--- config.mk ---
export PLATFORM = sky130hd
export DESIGN_NAME = axi4_rdata_router
export DESIGN_NICKNAME = d
export VERILOG_FILES = /design/src/rtl/axi4_rdata_router.sv
export SDC_FILE = /design/constraint.sdc
export NUM_CORES = 1
export LEC_CHECK = 0
export ABC_AREA = 1
export CAP_MARGIN = 20
export CORE_ASPECT_RATIO = 1.2
export CORE_MARGIN = 2
export CORE_UTILIZATION = 55
export DETAILED_ROUTE_END_ITERATION = 12
export PLACE_DENSITY = 0.87
export SYNTH_ARGS = -nofsm -noshare
export SYNTH_HDL_FRONTEND = slang
export SYNTH_SLANG_ARGS = --single-unit
--- constraint.sdc ---
create_clock -name aclk -period 20 [get_ports aclk]
set_input_delay 4 -clock aclk [delete_from_list [all_inputs] [get_ports aclk]]
set_output_delay 4 -clock aclk [all_outputs]
set_load 0.02 [all_outputs]
--- src/rtl/axi4_rdata_router.sv ---
// axi4_rdata_router: read-return router. Granted ARs are recorded in an ordered
// outstanding table; each slave R beat is steered to the master owning the
// oldest live entry with the same ID, through one registered output slot.
module axi4_rdata_router #(
   parameter  int NUM_MASTERS  = 9,
   parameter  int ID_WIDTH     = 4,
   parameter  int DATA_WIDTH   = 32,
   parameter  int MAX_OUTSTAND = 8,
   localparam int MW           = $clog2(NUM_MASTERS),
   localparam int CW           = $clog2(MAX_OUTSTAND + 1)
) (
   input  logic                   aclk,
   input  logic                   areset,
   input  logic                   ar_push,
   input  logic [MW-1:0]          ar_push_master,
   input  logic [ID_WIDTH-1:0]    ar_push_id,
   input  logic [7:0]             ar_push_len,
   output logic                   ar_push_ready,
   input  logic                   s_rvalid,
   output logic                   s_rready,
   input  logic [ID_WIDTH-1:0]    s_rid,
   input  logic [DATA_WIDTH-1:0]  s_rdata,
   input  logic [1:0]             s_rresp,
   input  logic                   s_rlast,
   output logic [NUM_MASTERS-1:0] m_rvalid,
   input  logic [NUM_MASTERS-1:0] m_rready,
   output logic [ID_WIDTH-1:0]    m_rid,
   output logic [DATA_WIDTH-1:0]  m_rdata,
   output logic [1:0]             m_rresp,
   output logic                   m_rlast,
   output logic [CW-1:0]          outstanding_cnt,
   output logic                   unmatched_err,
   output logic                   len_err
);
   localparam int IW = $clog2(MAX_OUTSTAND);

   // outstanding table, slot 0 is the oldest entry
   logic [MW-1:0]       t_master [MAX_OUTSTAND];
   logic [ID_WIDTH-1:0] t_id     [MAX_OUTSTAND];
   logic [7:0]          t_len    [MAX_OUTSTAND];
   logic [7:0]          t_beat   [MAX_OUTSTAND];
   logic [MW-1:0]       n_master [MAX_OUTSTAND];
   logic [ID_WIDTH-1:0] n_id     [MAX_OUTSTAND];
   logic [7:0]          n_len    [MAX_OUTSTAND];
   logic [7:0]          n_beat   [MAX_OUTSTAND];
   logic [CW-1:0]       count, n_count;

   // output slot
   logic                  slot_valid;
   logic [MW-1:0]         slot_master;
   logic [ID_WIDTH-1:0]   slot_id;
   logic [DATA_WIDTH-1:0] slot_data;
   logic [1:0]            slot_resp;
   logic                  slot_last;

   logic          match;
   logic [IW-1:0] match_idx;
   logic          accept, hit, retire, push_ok, len_bad;

   assign ar_push_ready   = (count < CW'(MAX_OUTSTAND));
   assign outstanding_cnt = count;
   // slot drains when its owning master is ready; m_rvalid is one-hot on that master
   assign s_rready = !areset && (!slot_valid || |(m_rvalid & m_rready));
   assign accept   = s_rvalid && s_rready;
   assign hit      = accept && match;
   assign retire   = hit && s_rlast;
   assign push_ok  = ar_push && ar_push_ready;

   // oldest live entry with matching ID wins (scan downward, lowest index last)
   always_comb begin
      match     = 1'b0;
      match_idx = '0;
      for (int i = MAX_OUTSTAND - 1; i >= 0; i--) begin
         if (CW'(i) < count && t_id[i] == s_rid) begin
            match     = 1'b1;
            match_idx = IW'(i);
         end
      end
   end

   // beat-count check: early RLAST, or missing RLAST on the expected last beat
   always_comb begin
      len_bad = 1'b0;
      if (hit)
         len_bad = s_rlast ? (t_beat[match_idx] != t_len[match_idx])
                           : (t_beat[match_idx] == t_len[match_idx]);
   end

   // table next state: count the beat, retire/shift down, then append the push
   always_comb begin
      n_master = t_master;
      n_id     = t_id;
      n_len    = t_len;
      n_beat   = t_beat;
      n_count  = count;
      if (hit)
         n_beat[match_idx] = t_beat[match_idx] + 8'd1;
      if (retire) begin
         for (int i = 0; i < MAX_OUTSTAND - 1; i++) begin
            if (IW'(i) >= match_idx) begin
               n_master[i] = t_master[i+1];
               n_id[i]     = t_id[i+1];
               n_len[i]    = t_len[i+1];
               n_beat[i]   = t_beat[i+1];
            end
         end
         n_count = count - CW'(1);
      end
      if (push_ok) begin
         n_master[IW'(n_count)] = ar_push_master;
         n_id[IW'(n_count)]     = ar_push_id;
         n_len[IW'(n_count)]    = ar_push_len;
         n_beat[IW'(n_count)]   = 8'd0;
         n_count                = n_count + CW'(1);
      end
   end

   // table register
   always_ff @(posedge aclk or posedge areset) begin
      if (areset) begin
         count <= '0;
         for (int i = 0; i < MAX_OUTSTAND; i++) begin
            t_master[i] <= '0;
            t_id[i]     <= '0;
            t_len[i]    <= '0;
            t_beat[i]   <= '0;
         end
      end else begin
         count    <= n_count;
         t_master <= n_master;
         t_id     <= n_id;
         t_len    <= n_len;
         t_beat   <= n_beat;
      end
   end

   // output slot and error pulses
   always_ff @(posedge aclk or posedge areset) begin
      if (areset) begin
         slot_valid    <= 1'b0;
         slot_master   <= '0;
         slot_id       <= '0;
         slot_data     <= '0;
         slot_resp     <= '0;
         slot_last     <= 1'b0;
         unmatched_err <= 1'b0;
         len_err       <= 1'b0;
      end else begin
         unmatched_err <= accept && !match;
         len_err       <= len_bad;
         if (hit) begin
            slot_valid  <= 1'b1;
            slot_master <= t_master[match_idx];
            slot_id     <= s_rid;
            slot_data   <= s_rdata;
            slot_resp   <= s_rresp;
            slot_last   <= s_rlast;
         end else if (|(m_rvalid & m_rready)) begin
            slot_valid <= 1'b0;
         end
      end
   end

   for (genvar g = 0; g < NUM_MASTERS; g++) begin : g_vld
      assign m_rvalid[g] = slot_valid && (slot_master == MW'(g));
   end

   assign m_rid   = slot_id;
   assign m_rdata = slot_data;
   assign m_rresp = slot_resp;
   assign m_rlast = slot_last;

endmodule
=== After elaboration in Yosys (flattened, before gate mapping) ===
Cells that the tools add are included.

* Word-level logic and storage cells: 197
* Flip-flop bits (word level): 242
* Output and inout bits: 56

* Bitwise logic cells: 5
* Reductions and logical operators: 32
* $lt $le $gt $ge: 20
* Add/sub/neg operators: 3
* Equality and inequality tests: 18
* Mux-type cells: 78

{| class="wikitable"
|+ Operator list
! kind !! number
|-
| $mux 64 || 3
|-
| $mux 8 || 20
|-
| $bwmux 64 || 2
|-
| $mux 56 || 2
|-
| $mux 4 || 19
|-
| $and 64x64->64 || 1
|-
| $bwmux 32 || 2
|-
| $mux 32 || 2
|-
| $not 64->64 || 1
|-
| $mux 28 || 2
|-
| $bmux 8 s3 || 2
|-
| $demux 8 s3 || 2
|-
| $eq 4x4->1 || 8
|-
| $logic_and 1x1->1 || 25
|-
| $mux 3 || 8
|-
| $eq 4x3->1 const B || 4
|-
| $lt 3x4->1 const A || 4
|-
| $bmux 4 s3 || 1
|-
| $demux 4 s3 || 1
|-
| $mux 1 || 12
|-
| $and 9x9->9 || 1
|-
| $ge 3x3->1 const A || 3
|-
| $reduce_or 9->1 || 1
|-
| $add 8x1->8 const B || 1
|-
| 19 further kinds || 29
|}

=== Depth between registers and ports, before layout ===
* Depth in word-level cells: 21
* Gate-level depth with buffers: 28
* Gate-level depth less buffers: 26

=== Worst setup path after synthesis ===
No wires, ideal clock.

* Path kind: in2out
* Start: input port m_rready[8]
* End: output port s_rready
* Required time: 16.000 ns
* Buffers on the path: 0
* Stages on the path: 4
* Setup slack: 11.422 ns
* Arrival time: 4.578 ns
* Cells stage by stage: nand4_1 > nand2_1 > nor4_1 > nor2_1

* Longest elaborated chain between the ends: 4

{| class="wikitable"
|+ Ends and longest elaborated chain
! what !! RTL line !! RTL
|-
| start, declared || 26 || <nowiki>input logic [NUM_MASTERS-1:0] m_rready,</nowiki>
|-
| $and 9x9->9 || 63 || <nowiki>assign s_rready = !areset && (!slot_valid || |(m_rvalid & m_rready));</nowiki>
|-
| $reduce_or 9->1 || 63 ||
|-
| $logic_or 1x1->1 || 63 ||
|-
| $logic_and 1x1->1 || 63 ||
|-
| end, declared || 20 || <nowiki>output logic s_rready,</nowiki>
|}

Every way passes these cells.

=== Final worst setup path ===
Same ends and word-level chain as after synthesis.

==> flow_summary.toml <==
[worst_setup_path]
crit_path_end = "s_rready"
cp-start-kind = "primary input"
cp.arrival_ps = 5900
crit_path_max_fanout = 2
reg2reg_depth = 19
cp.required_ps = 16000
crit_type = "in2out"
startpoint = "m_rready[8]"
r2r_slack_ps = 14790
cp-end-kind = "output pin"
r2r-end = "t_len[27]"
r2r_start = "slot_master[3]"

[clock_network]
htree_levels = 1
cts_buffers = 24
postCtsSetupBuffers = 0
root_buffer = "clkbuf_16"
tritoncts = "done"
ctsResizeCount = 0
insertion_delay_ps = 540
path_clk_slew_ps = 60
clkSinkCount = 242
clockBufferDepth = 3
holdBufCountCts = 0

[logic_synthesis]
synthXorXnorAreaFrac_pct = 1.396
synth_seq_area_share_pct = 43.59
ys_top_cells_by_area = "dfrtp_1 44%, nand2_1 17%, o21ai_0 6.7%"
synth.distinct_cells = 46
yosys_warnings = 0
postSynthAreaPerCell_um2 = 7.324
synth-edff-count = 0
synth_top_family_by_area = "simple AND/OR/NAND/NOR gates"
synth_compound_area_share_pct = 16.77
synth_seq_cells = 242
syn_nets = 1970
syn-instance-count = 1897
synth_mux_area_share_pct = 0.08105
yosys.area.top_type = "dfrtp_1"
synth.most_common_cell = "nand2_1"
synth_flop_cell = "dfrtp_1"
yosysTopAreaCellShare_pct = 43.59
async_flop_share_pct = 100.0
synth-simple-area-share_pct = 28.81
yosys-top-cells-count = "629 x nand2_1, 242 x dfrtp_1, 187 x o21ai_0, 157 x nand3_1, 144 x inv_1"
synthAdderAreaFrac_pct = 0.4503
syn-cell-area_mm2 = 0.01389

[floorplanning]
boundaryPins = 124
fp-row-count = 63
die_area_mm2 = 0.02655
die_w_um = 149.1
die_h_um = 178.1
coreArea_mm2 = 0.02475
initial_core_util_pct = 56.13

[place]
io_buffers = 123
dp_hpwl_mm = 25.77
gp_congestion = 0.9451
preCtsSetupSlack_ps = 10060

[layout]
final_net_count = 2033
drive_gt1_share_pct = 7.953
fin_util_pct = 64.40
fillers = 2027
diodes = 0
area_delta_synth_final_pct = 14.73

[routing]
drc = 0
drt-initial-drc-count = 1537
drt-total-wl_mm = 40.82
wl_per_cell_um = 17.75
via_per_inst = 5.847
num_vias = 13443
dr.pass1.iters = 6
ant_nets = 0

[timing]
fin_ws_ps = 10100
drv_slew = 0
worst_slew_margin_rel_pct = 29.34
hold_ws_ps = 467.8
finalClockSkew_ps = 12.44
setup_viol = 0
hold_viol = 0
tns_ps = 0
finalCriticalPeriod_ps = 9899
rsz0062_at_grt = "no"
tightest_slew_ps = 1057
timing.final.crit_share_pct = 49.49
fmax_mhz = 101.0

[grt]
grt_max_degree = 103
grt_pass1_wl_mm = 65.64
grt_usage_pct = 30.77
antenna_found_initial = 0
grt.overflow.total = 0
grt_pass1_vias = 13201

[status]
outcome = "finished, final reports clean"

[flow_run]
drv_cap = 0

[power_and_ir_drop]
power_density_mw_per_mm2 = 177.3
ir_drop_uv = 100.7
leakage_nw = 7.551

[min_path]
hp-class = "reg2reg"
## per-stage QoR
| stage | cells | area [µm²] | power, mW |
|---|---|---|---|
| 5_1_grt | 2299 | 15940 | 3.006 |
| 3_5_place_dp | 2259 | 15130 | 2.291 |
| 3_3_place_gp | 2258 | 15120 | 2.243 |
| 2_1_floorplan | 1897 | 13890 | 1.902 |
| 6_report | 2299 | 15940 | 2.827 |
| 4_1_cts | 2299 | 15940 | 2.785 |
## metal layers
layer	wire, µm	share of wire (%)	global-route usage [%]
met1	15490	38	37.42
met2	19830	49	53.09
met3	3730	9.1	4.629
met4	1760	4.3	15.79
met5	0	0	0
## worst max-delay path: stages
cell and delay, ps:
clkdlybuf4s50_1 400, nand4_1 90, nand2_1 60, nor4_1 560
nor2_1 200, clkdlybuf4s50_1 590
## cell usage in the layout, fill, tap and decap left out, types with 3 or more instances in the layout
cell type,n
inv_1,142
nand2_1,627
clkbuf_16,25
nand3_1,157
xnor2_1,8
buf_4,21
nand4_1,11
ha_1,5
o22ai_1,16
o21ai_4,3
nor2_4,11
o21ai_1,106
nor2_2,12
a221oi_1,3
nor2_1,55
inv_2,28
a21oi_1,76
nor3_4,3
nand2_2,12
a31oi_1,10
o21ai_2,13
o211ai_1,9
bufinv_16,4
o21ai_0,187
clkdlybuf4s50_1,123
xor2_1,11
dfrtp_1,242
nor3_1,6
clkbuf_1,8
a211oi_1,8
nand2_4,7
## worst min-delay path by stage
stage	from	to	slack (ps)	depth (start not counted)
after floorplan	flip-flop	flip-flop	450	2
after global placement	m_rdata[20]	m_rdata[20]	450	2
after detailed placement	m_rdata[15]	m_rdata[15]	460	2
after CTS	m_rdata[19]	m_rdata[19]	470	2
after global routing	m_rdata[24]	m_rdata[24]	490	2
final	m_rdata[19]	m_rdata[19]	470	2
## sequential cells by signal, summed over array words and instances, names as in the netlist, named ones only
register         flops
slot_valid           1
slot_master          4
m_rdata             32
unmatched_err        1
m_rresp              2
m_rlast              1
len_err              1
t_master            28
outstanding_cnt      4
t_len               56
m_rid                4
t_beat              64
t_id                28
## report_power, final
group	internal [mW]	switching, mW	total, mW
combinational	0.492	1.01	1.50
clock	0.286	0.193	0.480
sequential	0.700	0.142	0.842
## cell families (layout without fill, tap and decap cells)
group                      Yosys count  in the layout
adders and majority gates            5              5
xor gates and xnor gates            20             20
DFF                                242            242
muxes                                1              1
buffers and inverters              279            356
and+or+nand+nor                    917            917
AOI/OAI and AO/OA                  433            433
## layout make-up
class	instances	area (µm²)	area share (%)
sequential	242	6056	37.99
timing repair buffer	144	1389	8.713
multi-input combinational	1376	6625	41.56
clock buffer	35	683.2	4.286
tap	325	406.6	2.551
clock inverter	5	125.1	0.7849
inverter	172	655.6	4.113
(Power assumes the default switching activity.)
